File: config.mk
export PLATFORM = sky130hd
export DESIGN_NAME = multicycle_control_unit_flat
export DESIGN_NICKNAME = d
export VERILOG_FILES = /design/src/rtl/multicycle_control_unit_if.sv /design/src/rtl/multicycle_control_unit.sv /design/src/flat_wrapper.sv
export SDC_FILE = /design/constraint.sdc
export NUM_CORES = 1
export LEC_CHECK = 0
export CAP_MARGIN = 0
export CELL_PAD_IN_SITES_DETAIL_PLACEMENT = 1
export CELL_PAD_IN_SITES_GLOBAL_PLACEMENT = 1
export CORE_ASPECT_RATIO = 0.5
export CORE_MARGIN = 8
export CORE_UTILIZATION = 37
export DETAILED_ROUTE_END_ITERATION = 8
export PLACE_DENSITY = 0.89
export SYNTH_ARGS = -nofsm -noshare
export SYNTH_HDL_FRONTEND = slang
export SYNTH_SLANG_ARGS = --single-unit
File: constraint.sdc
create_clock -name clk -period 2.5 [get_ports clk]
set_clock_uncertainty 0.2 [all_clocks]
set_input_delay 0.375 -clock clk [delete_from_list [all_inputs] [get_ports clk]]
set_output_delay 0.375 -clock clk [all_outputs]
set_load 0.03 [all_outputs]
File: src/rtl/multicycle_control_unit_if.sv
`default_nettype none
// ============================================================================
//  Module      : multicycle_control_unit_if
//  Description : Bundle of instruction/memory handshake inputs and datapath
//                control outputs exchanged between the multicycle control
//                unit and the datapath.
//                  master : control unit side (drives controls, counter)
//                  slave  : datapath side (drives opcode, mem_ready, trap_ack)
//  Parameters  : CNT_W - width of retired_cnt
//  Revision    : 1.0 - initial release
// ============================================================================
interface multicycle_control_unit_if #(
    parameter int CNT_W = 32
);
    logic [6:0]       opcode;
    logic             mem_ready;
    logic             trap_ack;

    logic             Regwrite;
    logic             ALUsrc;
    logic             Memread;
    logic             Memwrite;
    logic             Memtoreg;
    logic             Branch;
    logic             Jump;
    logic [1:0]       ALUop;
    logic             PCwrite;
    logic             IRwrite;
    logic             instr_done;
    logic             trap;
    logic [CNT_W-1:0] retired_cnt;

    modport master (
        input  opcode, mem_ready, trap_ack,
        output Regwrite, ALUsrc, Memread, Memwrite, Memtoreg, Branch, Jump,
               ALUop, PCwrite, IRwrite, instr_done, trap, retired_cnt
    );

    modport slave (
        output opcode, mem_ready, trap_ack,
        input  Regwrite, ALUsrc, Memread, Memwrite, Memtoreg, Branch, Jump,
               ALUop, PCwrite, IRwrite, instr_done, trap, retired_cnt
    );
endinterface
`default_nettype wire

File: src/rtl/multicycle_control_unit.sv
`default_nettype none
// ============================================================================
//  Module      : multicycle_control_unit
//  Description : Multicycle RISC-V control FSM
//                (IDLE/FETCH/DECODE/EXEC/MEM/WB[/TRAP]) with retired-
//                instruction counter.
//  Ports       : clk  - clock, all state on rising edge
//                rst  - asynchronous active-high reset
//                bus  - multicycle_control_unit_if.master
//                       in : opcode, mem_ready, trap_ack
//                       out: Regwrite, ALUsrc, Memread, Memwrite, Memtoreg,
//                            Branch, Jump, ALUop, PCwrite, IRwrite,
//                            instr_done, trap, retired_cnt
//  Parameters  : MEM_TIMEOUT - wait-cycle limit in FETCH/MEM (1..255)
//                CNT_W       - retired_cnt width
//  Config      : TRAP_EN - when defined, unknown opcodes and memory timeouts
//                enter TRAP; otherwise unknown opcodes retire as NOPs and
//                memory waits are unbounded.
//  Revision    : 1.0 - initial release
// ============================================================================
module multicycle_control_unit #(
    parameter int MEM_TIMEOUT = 15,
    parameter int CNT_W       = 32
) (
    input wire                         clk,
    input wire                         rst,
    multicycle_control_unit_if.master  bus
);

    localparam logic [6:0] c_op_r      = 7'b0110011;
    localparam logic [6:0] c_op_i      = 7'b0010011;
    localparam logic [6:0] c_op_load   = 7'b0000011;
    localparam logic [6:0] c_op_store  = 7'b0100011;
    localparam logic [6:0] c_op_branch = 7'b1100011;
    localparam logic [6:0] c_op_jal    = 7'b1101111;
    localparam logic [6:0] c_op_jalr   = 7'b1100111;

`ifdef TRAP_EN
    typedef enum logic [2:0] {
        IDLE   = 3'd0,
        FETCH  = 3'd1,
        DECODE = 3'd2,
        EXEC   = 3'd3,
        MEM    = 3'd4,
        WB     = 3'd5,
        TRAP   = 3'd6
    } state_t;

    localparam logic [7:0] c_wait_last = 8'(MEM_TIMEOUT - 1);
    logic [7:0] r_wait;
`else
    typedef enum logic [2:0] {
        IDLE   = 3'd0,
        FETCH  = 3'd1,
        DECODE = 3'd2,
        EXEC   = 3'd3,
        MEM    = 3'd4,
        WB     = 3'd5
    } state_t;
`endif

    state_t           r_state;
    logic [6:0]       r_op;
    logic [CNT_W-1:0] r_cnt;

    logic       w_regwrite, w_alusrc, w_memread, w_memwrite, w_memtoreg;
    logic       w_branch, w_jump, w_pcwrite, w_irwrite, w_done, w_trap;
    logic [1:0] w_aluop;
    logic       w_is_load;

    assign w_is_load = (r_op == c_op_load);

    // ------------------------------------------------------------------------
    // State, latched opcode, wait counter and retired counter.
    // The wait counter clears by default every cycle and only advances while
    // FETCH/MEM is stalled, so it is zero on every entry and after mem_ready.
    // ------------------------------------------------------------------------
    always_ff @(posedge clk or posedge rst) begin
        if (rst) begin
            r_state <= IDLE;
            r_op    <= '0;
            r_cnt   <= '0;
`ifdef TRAP_EN
            r_wait  <= '0;
`endif
        end else begin
            if (w_done)
                r_cnt <= r_cnt + CNT_W'(1);
`ifdef TRAP_EN
            r_wait <= '0;
`endif
            case (r_state)
                IDLE: r_state <= FETCH;

                FETCH: begin
                    if (bus.mem_ready)
                        r_state <= DECODE;
`ifdef TRAP_EN
                    else if (r_wait == c_wait_last)
                        r_state <= TRAP;
                    else
                        r_wait <= r_wait + 8'd1;
`endif
                end

                DECODE: begin
                    r_op    <= bus.opcode;
                    r_state <= EXEC;
                end

                EXEC: begin
                    case (r_op)
                        c_op_r, c_op_i, c_op_jal, c_op_jalr: r_state <= WB;
                        c_op_load, c_op_store:               r_state <= MEM;
                        c_op_branch:                         r_state <= FETCH;
`ifdef TRAP_EN
                        default:                             r_state <= TRAP;
`else
                        default:                             r_state <= FETCH;
`endif
                    endcase
                end

                MEM: begin
                    if (bus.mem_ready)
                        r_state <= w_is_load ? WB : FETCH;
`ifdef TRAP_EN
                    else if (r_wait == c_wait_last)
                        r_state <= TRAP;
                    else
                        r_wait <= r_wait + 8'd1;
`endif
                end

                WB: r_state <= FETCH;

`ifdef TRAP_EN
                TRAP: begin
                    if (bus.trap_ack)
                        r_state <= FETCH;
                end
`endif

                default: r_state <= IDLE;
            endcase
        end
    end

    // ------------------------------------------------------------------------
    // Output decode. Depends on state and r_op only, except for the
    // same-cycle handshake terms (IRwrite/PCwrite in FETCH and store
    // completion in MEM), which must respond to mem_ready in the cycle it
    // arrives. Being decoded from state, all outputs drop as soon as the
    // asynchronous reset forces IDLE.
    // ------------------------------------------------------------------------
    always_comb begin
        w_regwrite = 1'b0;
        w_alusrc   = 1'b0;
        w_memread  = 1'b0;
        w_memwrite = 1'b0;
        w_memtoreg = 1'b0;
        w_branch   = 1'b0;
        w_jump     = 1'b0;
        w_aluop    = 2'b00;
        w_pcwrite  = 1'b0;
        w_irwrite  = 1'b0;
        w_done     = 1'b0;
        w_trap     = 1'b0;

        case (r_state)
            FETCH: begin
                w_memread = 1'b1;
                if (bus.mem_ready) begin
                    w_irwrite = 1'b1;
                    w_pcwrite = 1'b1;
                end
            end

            EXEC: begin
                case (r_op)
                    c_op_r: w_aluop = 2'b10;
                    c_op_i: begin
                        w_aluop  = 2'b10;
                        w_alusrc = 1'b1;
                    end
                    c_op_load, c_op_store: w_alusrc = 1'b1;
                    c_op_branch: begin
                        w_aluop  = 2'b01;
                        w_branch = 1'b1;
                        w_done   = 1'b1;
                    end
                    c_op_jal: begin
                        w_jump    = 1'b1;
                        w_pcwrite = 1'b1;
                    end
                    c_op_jalr: begin
                        w_jump    = 1'b1;
                        w_pcwrite = 1'b1;
                        w_alusrc  = 1'b1;
                    end
`ifndef TRAP_EN
                    // unknown opcode retires as a NOP with no writes
                    default: w_done = 1'b1;
`else
                    default: ;
`endif
                endcase
            end

            MEM: begin
                if (w_is_load) begin
                    w_memread = 1'b1;
                end else begin
                    w_memwrite = 1'b1;
                    w_done     = bus.mem_ready;
                end
            end

            WB: begin
                w_regwrite = 1'b1;
                w_memtoreg = w_is_load;
                w_done     = 1'b1;
                // keep the ALU function stable while the result is written
                if ((r_op == c_op_r) || (r_op == c_op_i))
                    w_aluop = 2'b10;
            end

`ifdef TRAP_EN
            TRAP: w_trap = 1'b1;
`endif

            default: ;
        endcase
    end

    assign bus.Regwrite    = w_regwrite;
    assign bus.ALUsrc      = w_alusrc;
    assign bus.Memread     = w_memread;
    assign bus.Memwrite    = w_memwrite;
    assign bus.Memtoreg    = w_memtoreg;
    assign bus.Branch      = w_branch;
    assign bus.Jump        = w_jump;
    assign bus.ALUop       = w_aluop;
    assign bus.PCwrite     = w_pcwrite;
    assign bus.IRwrite     = w_irwrite;
    assign bus.instr_done  = w_done;
    assign bus.trap        = w_trap;
    assign bus.retired_cnt = r_cnt;

endmodule
`default_nettype wire

File: src/flat_wrapper.sv
// flat-port wrapper written by rule: the top's interface ports become plain ports
module multicycle_control_unit_flat 
#(
    parameter int MEM_TIMEOUT = 15,
    parameter int CNT_W       = 32
)
  (clk, rst, bus_opcode, bus_mem_ready, bus_trap_ack, bus_Regwrite, bus_ALUsrc, bus_Memread, bus_Memwrite, bus_Memtoreg, bus_Branch, bus_Jump, bus_ALUop, bus_PCwrite, bus_IRwrite, bus_instr_done, bus_trap, bus_retired_cnt);
  multicycle_control_unit_if #(.CNT_W(CNT_W)) bus_i ();
  input wire clk;
  input wire rst;
  input wire logic [$bits(bus_i.opcode)-1:0] bus_opcode;
  input wire logic [$bits(bus_i.mem_ready)-1:0] bus_mem_ready;
  input wire logic [$bits(bus_i.trap_ack)-1:0] bus_trap_ack;
  output wire logic [$bits(bus_i.Regwrite)-1:0] bus_Regwrite;
  output wire logic [$bits(bus_i.ALUsrc)-1:0] bus_ALUsrc;
  output wire logic [$bits(bus_i.Memread)-1:0] bus_Memread;
  output wire logic [$bits(bus_i.Memwrite)-1:0] bus_Memwrite;
  output wire logic [$bits(bus_i.Memtoreg)-1:0] bus_Memtoreg;
  output wire logic [$bits(bus_i.Branch)-1:0] bus_Branch;
  output wire logic [$bits(bus_i.Jump)-1:0] bus_Jump;
  output wire logic [$bits(bus_i.ALUop)-1:0] bus_ALUop;
  output wire logic [$bits(bus_i.PCwrite)-1:0] bus_PCwrite;
  output wire logic [$bits(bus_i.IRwrite)-1:0] bus_IRwrite;
  output wire logic [$bits(bus_i.instr_done)-1:0] bus_instr_done;
  output wire logic [$bits(bus_i.trap)-1:0] bus_trap;
  output wire logic [$bits(bus_i.retired_cnt)-1:0] bus_retired_cnt;
  assign bus_i.opcode = bus_opcode;
  assign bus_i.mem_ready = bus_mem_ready;
  assign bus_i.trap_ack = bus_trap_ack;
  assign bus_Regwrite = bus_i.Regwrite;
  assign bus_ALUsrc = bus_i.ALUsrc;
  assign bus_Memread = bus_i.Memread;
  assign bus_Memwrite = bus_i.Memwrite;
  assign bus_Memtoreg = bus_i.Memtoreg;
  assign bus_Branch = bus_i.Branch;
  assign bus_Jump = bus_i.Jump;
  assign bus_ALUop = bus_i.ALUop;
  assign bus_PCwrite = bus_i.PCwrite;
  assign bus_IRwrite = bus_i.IRwrite;
  assign bus_instr_done = bus_i.instr_done;
  assign bus_trap = bus_i.trap;
  assign bus_retired_cnt = bus_i.retired_cnt;
  multicycle_control_unit #(.MEM_TIMEOUT(MEM_TIMEOUT), .CNT_W(CNT_W)) u_core (.clk(clk), .rst(rst), .bus(bus_i));
endmodule
==> flow_summary.yaml, run 1 <==
timing:
  hold_violations: 0
  maxSlewHeadroom: 0.585
  finalCritPeriodShare: 0.970
  rsz0062_at_grt: "no"
  slew_viol_final: 0
  fmax_mhz: 412
  setup_viol: 0
  fin_ws_ns: 0.0740
  whs_ns: 0.288
  period_needed_ns: 2.43
  fin_tns_setup_ns: 0
  tightest_slew_ns: 0.621
synth:
  syn_area_um2: 2190
  synth_edf_count: 0
  synth_async_sr_flop_share: 1.00
  synth_fp_nets: 225
  synthCells: 213
  synth_top_flop_cell: "dfrtp_1"
  syn_avg_cell_area_um2: 10.3
  ys_warn_count: 0
  yosysUniqueCellTypes: 40
  yosysSeqAreaShare: 0.480
  yosys_register_bits: 42
power_and_ir_drop:
  peakVddDrop_mv: 0.428
  powerDensity_nw_per_um2: 896
  p_leak_uw: 0.00120
layout:
  multi_input_area_um2: 1070
  design_area_um2: 2980
  seq_area_um2: 1050
  drive_gt1_frac: 0.162
  diodes: 0
  final_net_count: 283
  area_growth_syn_to_layout_pct: 35.8
  mostFrequentLayoutCells: "clkdlybuf4s50_1, dfrtp_1, xnor2_1"
  fill_cells: 599
clocking:
  htree_num_levels: 2
  tritoncts: "done"
  cts.clk_slew.worst_paths_ns: 0.06
  cts_hold_buf: 0
  clk_path_buf_depth: 2
  insertion_delay_ns: 0.29
  cts-root-buf: "clkbuf_16"
  cts_buffers: 5
  cts.sinks: 42
critical_path:
  critical_path.max_fanout: 13
  r2r_slack_ns: 0.30
  rr_worst_depth: 6
  crit_buf_inv: 2
  timing.rr.start: "u_core.r_state[2]"
  worst_ep_required_time_ns: 1.92
  slowest_stage: "or3_4"
  cp_cell_sequence: "or3_4 -> o22ai_4 -> a2bb2oi_4 -> inv_4 -> buf_4"
  cp-start-kind: "register"
  crit_family: "simple AND/OR/NAND/NOR gates"
  r2r-end: "u_core.bus.retired_cnt[21]"
  cp_slowest_stage_delay_ns: 0.44
  worst_ep_arrival_time_ns: 1.85
  path_class: "reg -> out"
  end_kind: "output pin"
flow_run:
  cap_violations: 0
die:
  core_area_um2: 5590
  die_w_um: 125
  dieArea_um2: 8790
  start_util: 0.392
  io_pins: 56
  core.rowCount: 19
  die_h_um: 70.4
global_routing:
  grt_overflow: 0
  grtUsageTotal: 0.148
  grt_pass1_wl_um: 10900
  grt_max_degree: 43
  antenna_found_initial: 0
  grt_pass1_vias: 2023
drt:
  vias_per_cell: 5.22
  drtAntennaViolNets: 0
  wl_um: 6430
  wl_per_cell_um: 18.6
  vias: 1802
  drt_iter0_drc: 122
  route.detailed.drc: 0
  drt-pass1-iter-count: 5
min_path:
  min_path_type: "reg -> reg"
  holdCritStartpoint: "u_core.bus.retired_cnt[27]"
  hold_depth: 1
  holdPathEnd: "u_core.bus.retired_cnt[27]"
placed_design:
  place_ws_ns: 0.115
  gp_congestion: 0.757
  place_area_um2: 2800
  portBuffers: 53
  dp_hpwl_um: 4360
status:
  status: "complete, no violations"
[worst register-to-register path: stages (launching register included)]
cell,delay [ns]
dfrtp_1,0.48
nand3b_1,0.27
buf_4,0.20
a2bb2oi_4,0.19
buf_4,0.19
nor4_1,0.43
xor2_1,0.19
[cells in the mapped netlist (3+ instances only)]
cell type,n,area share
and3_1,6,0.017
dfrtp_1,42,0.48
buf_2,4,0.0091
nand4_1,10,0.029
nor4_1,5,0.014
mux2_2,6,0.031
xnor2_1,25,0.10
nand3_2,8,0.037
o21ai_0,4,0.0091
xor2_1,6,0.024
nand3b_1,3,0.010
nor2_1,18,0.031
nor3_1,4,0.0091
inv_1,6,0.010
nand2_1,23,0.039
nand3_1,11,0.025
and2_1,3,0.0086
and4_1,3,0.012
[flip-flops by register name, indices dropped and copies added (netlist names)]
name and cells:
u_core.bus.retired_cnt 32, u_core.r_op 7, u_core.r_state 3
[timing repair]
item,in CTS,in global routing
setup buffers,1,0
setup endpoints to repair,5,0
endpoints found under the hold margin,0,0
resized for setup,5,0
[metrics by stage]
stage,std cells,total power [uW],util
after global routing,345,2810,0.533
after global placement,336,1860,0.501
final,345,2670,0.533
after floorplan,213,1580,-
after detailed placement,336,1910,0.501
after CTS,345,2690,0.533
[routing by layer]
layer  up-vias  global-route usage  share of wire
li1        850                   -              -
met1       917               0.167           0.41
met2        28               0.279           0.54
met3         7              0.0339          0.039
met4         0              0.0314         0.0081
met5         -                   0              0
[power by group]
group / switching [uW] / internal [uW] / total (uW)
clock network: 272 / 468 / 739
registers: 168 / 796 / 964
logic: 562 / 400 / 963
[worst max-delay path by stage]
| stage | end | slack (ns) | startpoint | cells past startpoint |
|---|---|---|---|---|
| global placement | bus_IRwrite | 0.13 | bus_mem_ready | 4 |
| floorplan | bus_ALUop[1] | 0.21 | u_core.r_state[2] | 4 |
| finish | bus_instr_done | 0.07 | u_core.r_op[3] | 5 |
| global route | bus_instr_done | 0.01 | u_core.r_op[2] | 5 |
| detailed placement | bus_IRwrite | 0.11 | bus_mem_ready | 4 |
| CTS | bus_instr_done | 0.08 | u_core.r_op[3] | 5 |
[cell type report]
type | count | area share
sequential | 42 | 0.353
clock buffer | 5 | 0.0421
tap | 73 | 0.0307
multi-input combinational | 155 | 0.358
inverter | 7 | 0.00967
timing repair buffer | 60 | 0.193
clock inverter | 3 | 0.0135
[cell families after synthesis]
family          synth area share
flops                      0.480
compound gates            0.0508
mux                       0.0354
simple gates               0.263
fa+ha+maj                0.00571
buf+inv                   0.0394
other cells              0.00171
xor+xnor                   0.124
(Power assumes the default switching activity.)
==> run 2: changes to the inputs <==
CORE_UTILIZATION = 34   (was 37)
GPL_TIMING_DRIVEN = 0   (was default)
PLACE_DENSITY = 0.87   (was 0.89)
clock period = 2 ns   (was 2.5 ns; I/O delays follow)
==> run 2 against run 1 <==
The run now ends with negative setup slack left. Register-to-register slack got worse by 0.52 ns. Combinational power up 120%. Cell area is 20% higher. Routed wire length increased by 28%. Core utilization up 4.5 points. Via count increased by 11%. Sequential power rose by 28%. Sequential share of layout area down 5.4 points. Critical path type unchanged.
==> flow_summary.yaml, run 2 (synthesis gave the netlist of run 1 again) <==
global_routing:
  grt_overflow: 0
  grt_pass1_vias: 2149
  grtUsageTotal: 0.153
  grt_pass1_wl_um: 11300
  antenna_found_initial: 0
  grt_max_degree: 43
drt:
  wl_met1_um: 3350
  route.detailed.drc: 0
  drtAntennaViolNets: 0
  routed.top_layer: "met4"
  drt_iter0_drc: 110
  drt-pass1-iter-count: 4
  wl_um: 8260
  vias_per_cell: 5.13
  wl_per_cell_um: 21.2
  wl_met3_um: 228
  route.met2.wl_um: 4560
  vias: 1999
clocking:
  cts-root-buf: "clkbuf_16"
  clk_path_buf_depth: 2
  htree_num_levels: 2
  tritoncts: "done"
  insertion_delay_ns: 0.29
  cts_buffers: 5
  cts.clk_slew.worst_paths_ns: 0.06
  cts.sinks: 42
  cts_hold_buf: 0
placed_design:
  gp_congestion: 0.820
  place_area_um2: 2870
  portBuffers: 53
  dp_hpwl_um: 4500
timing:
  fin_tns_setup_ns: -6.36
  rsz0062_at_grt: "yes"
  maxSlewHeadroom: 0.416
  fin_ws_ns: -0.367
  finalCritPeriodShare: 1.18
  tightest_slew_ns: 0.875
  slew_viol_final: 0
  period_needed_ns: 2.37
  fmax_mhz: 423
  hold_violations: 0
  setup_viol: 43
die:
  io_pins: 56
  dieArea_um2: 9420
  die_h_um: 72.8
  die_w_um: 130
  core.rowCount: 20
  start_util: 0.356
  core_area_um2: 6160
layout:
  mostFrequentLayoutCells: "clkdlybuf4s50_1, buf_4, dfrtp_1"
  layout_commonest_cell: "clkdlybuf4s50_1"
  largest_reg_flops: 32
  fill_cells: 649
  area_growth_syn_to_layout_pct: 62.4
  final_net_count: 313
  design_area_um2: 3560
  diodes: 0
  drive_gt1_frac: 0.397
critical_path:
  critical_path.max_fanout: 3
  worst_ep_arrival_time_ns: 1.87
  worst_ep_required_time_ns: 1.50
  slowest_stage: "dfrtp_2"
  cp-start-kind: "register"
  cp_slowest_stage_delay_ns: 0.44
  end_kind: "output pin"
  cp_cell_sequence: "or3_4 -> o22ai_4 -> a2bb2oi_4 -> inv_4 -> buf_8 -> buf_6"
  path_class: "reg -> out"
power_and_ir_drop:
  powerDensity_nw_per_um2: 1150
  peakVddDrop_mv: 0.417
  p_leak_uw: 0.00148
flow_run:
  cap_violations: 0
status:
  status: "finished, violations left"
  violations: "negative setup slack"
min_path:
  min_path_type: "reg -> reg"
run 2: changes by cell type in the layout (fill, tap and decap cells not counted), sizes merged:
cell,change
buf,+32
clkbuf,+5
clkdlybuf4s50,-1
dlygate4sd2,-4
clkdlybuf4s15,+1
bufinv,-1
clkinv,-2
run 2: critical path: cells and delay by family, from the launching register on:
kind	cells	cell delay, ns
and+or+nand+nor	1	0.41
AOI/OAI and AO/OA	2	0.41
buffers and inverters	3	0.31
DFF	1	0.44
run 2: worst paths after layout:
path | to | cells past startpoint | startpoint | slack [ns]
setup / recovery | bus_instr_done | 6 | u_core.r_op[2] | -0.37
hold / removal | u_core.bus.retired_cnt[31] | 1 | u_core.bus.retired_cnt[31] | 0.29
setup reg to reg | u_core.bus.retired_cnt[23] | 9 | u_core.r_op[2] | -0.22
hold reg to reg | u_core.bus.retired_cnt[31] | 1 | u_core.bus.retired_cnt[31] | 0.29
max in group asynchronous | u_core.bus.retired_cnt[9] | 2 | rst | 0.67
min in group asynchronous | u_core.bus.retired_cnt[23] | 2 | rst | 0.33
run 2: cell type report:
| cell class | instances | area (um^2) | share of cell area |
|---|---|---|---|
| clock buffers | 8 | 136 | 0.0383 |
| repair buffers | 83 | 797 | 0.224 |
| multi-input cells | 155 | 1340 | 0.378 |
| flip-flops and latches | 42 | 1060 | 0.299 |
| inverters | 7 | 28.8 | 0.00809 |
| plain buffers | 7 | 77.6 | 0.0218 |
| well taps | 88 | 110 | 0.0310 |
run 2: per-layer routing:
layer / track usage / vias up
met3: 0.0343 / 11
met4: 0.0599 / 0
met5: 0 / -
li1: - / 920
met2: 0.290 / 31
met1: 0.162 / 1037
run 2: report_power, final:
| group | switching, uW | leakage (uW) | internal (uW) | total [uW] |
|---|---|---|---|---|
| sequential | 215 | 0.000522 | 1010 | 1230 |
| combinational | 1100 | 0.000890 | 980 | 2080 |
| clock | 316 | 0.0000652 | 464 | 780 |
| total | 1630 | 0.00148 | 2450 | 4080 |
run 2: metrics by stage:
stage / hold slack, ns / util / worst slack, ns / total power [uW] / instances
after floorplan: 0.217 / - / -0.0965 / 2010 / 213
after global placement: 0.260 / 0.466 / -0.762 / 2370 / 354
after detailed placement: 0.279 / 0.466 / -0.846 / 2440 / 354
after CTS: 0.288 / 0.530 / -0.311 / 3560 / 379
after global routing: 0.330 / 0.578 / -0.412 / 4260 / 390
final: 0.294 / 0.578 / -0.367 / 4080 / 390
run 2: what timing repair did:
item,4_1_cts,5_1_grt
hold endpoints to repair,0,0
buffers inserted,19,11
gates cloned,0,1
pin swaps,12,23
gates resized for setup,101,47
endpoints found under the setup margin,43,48
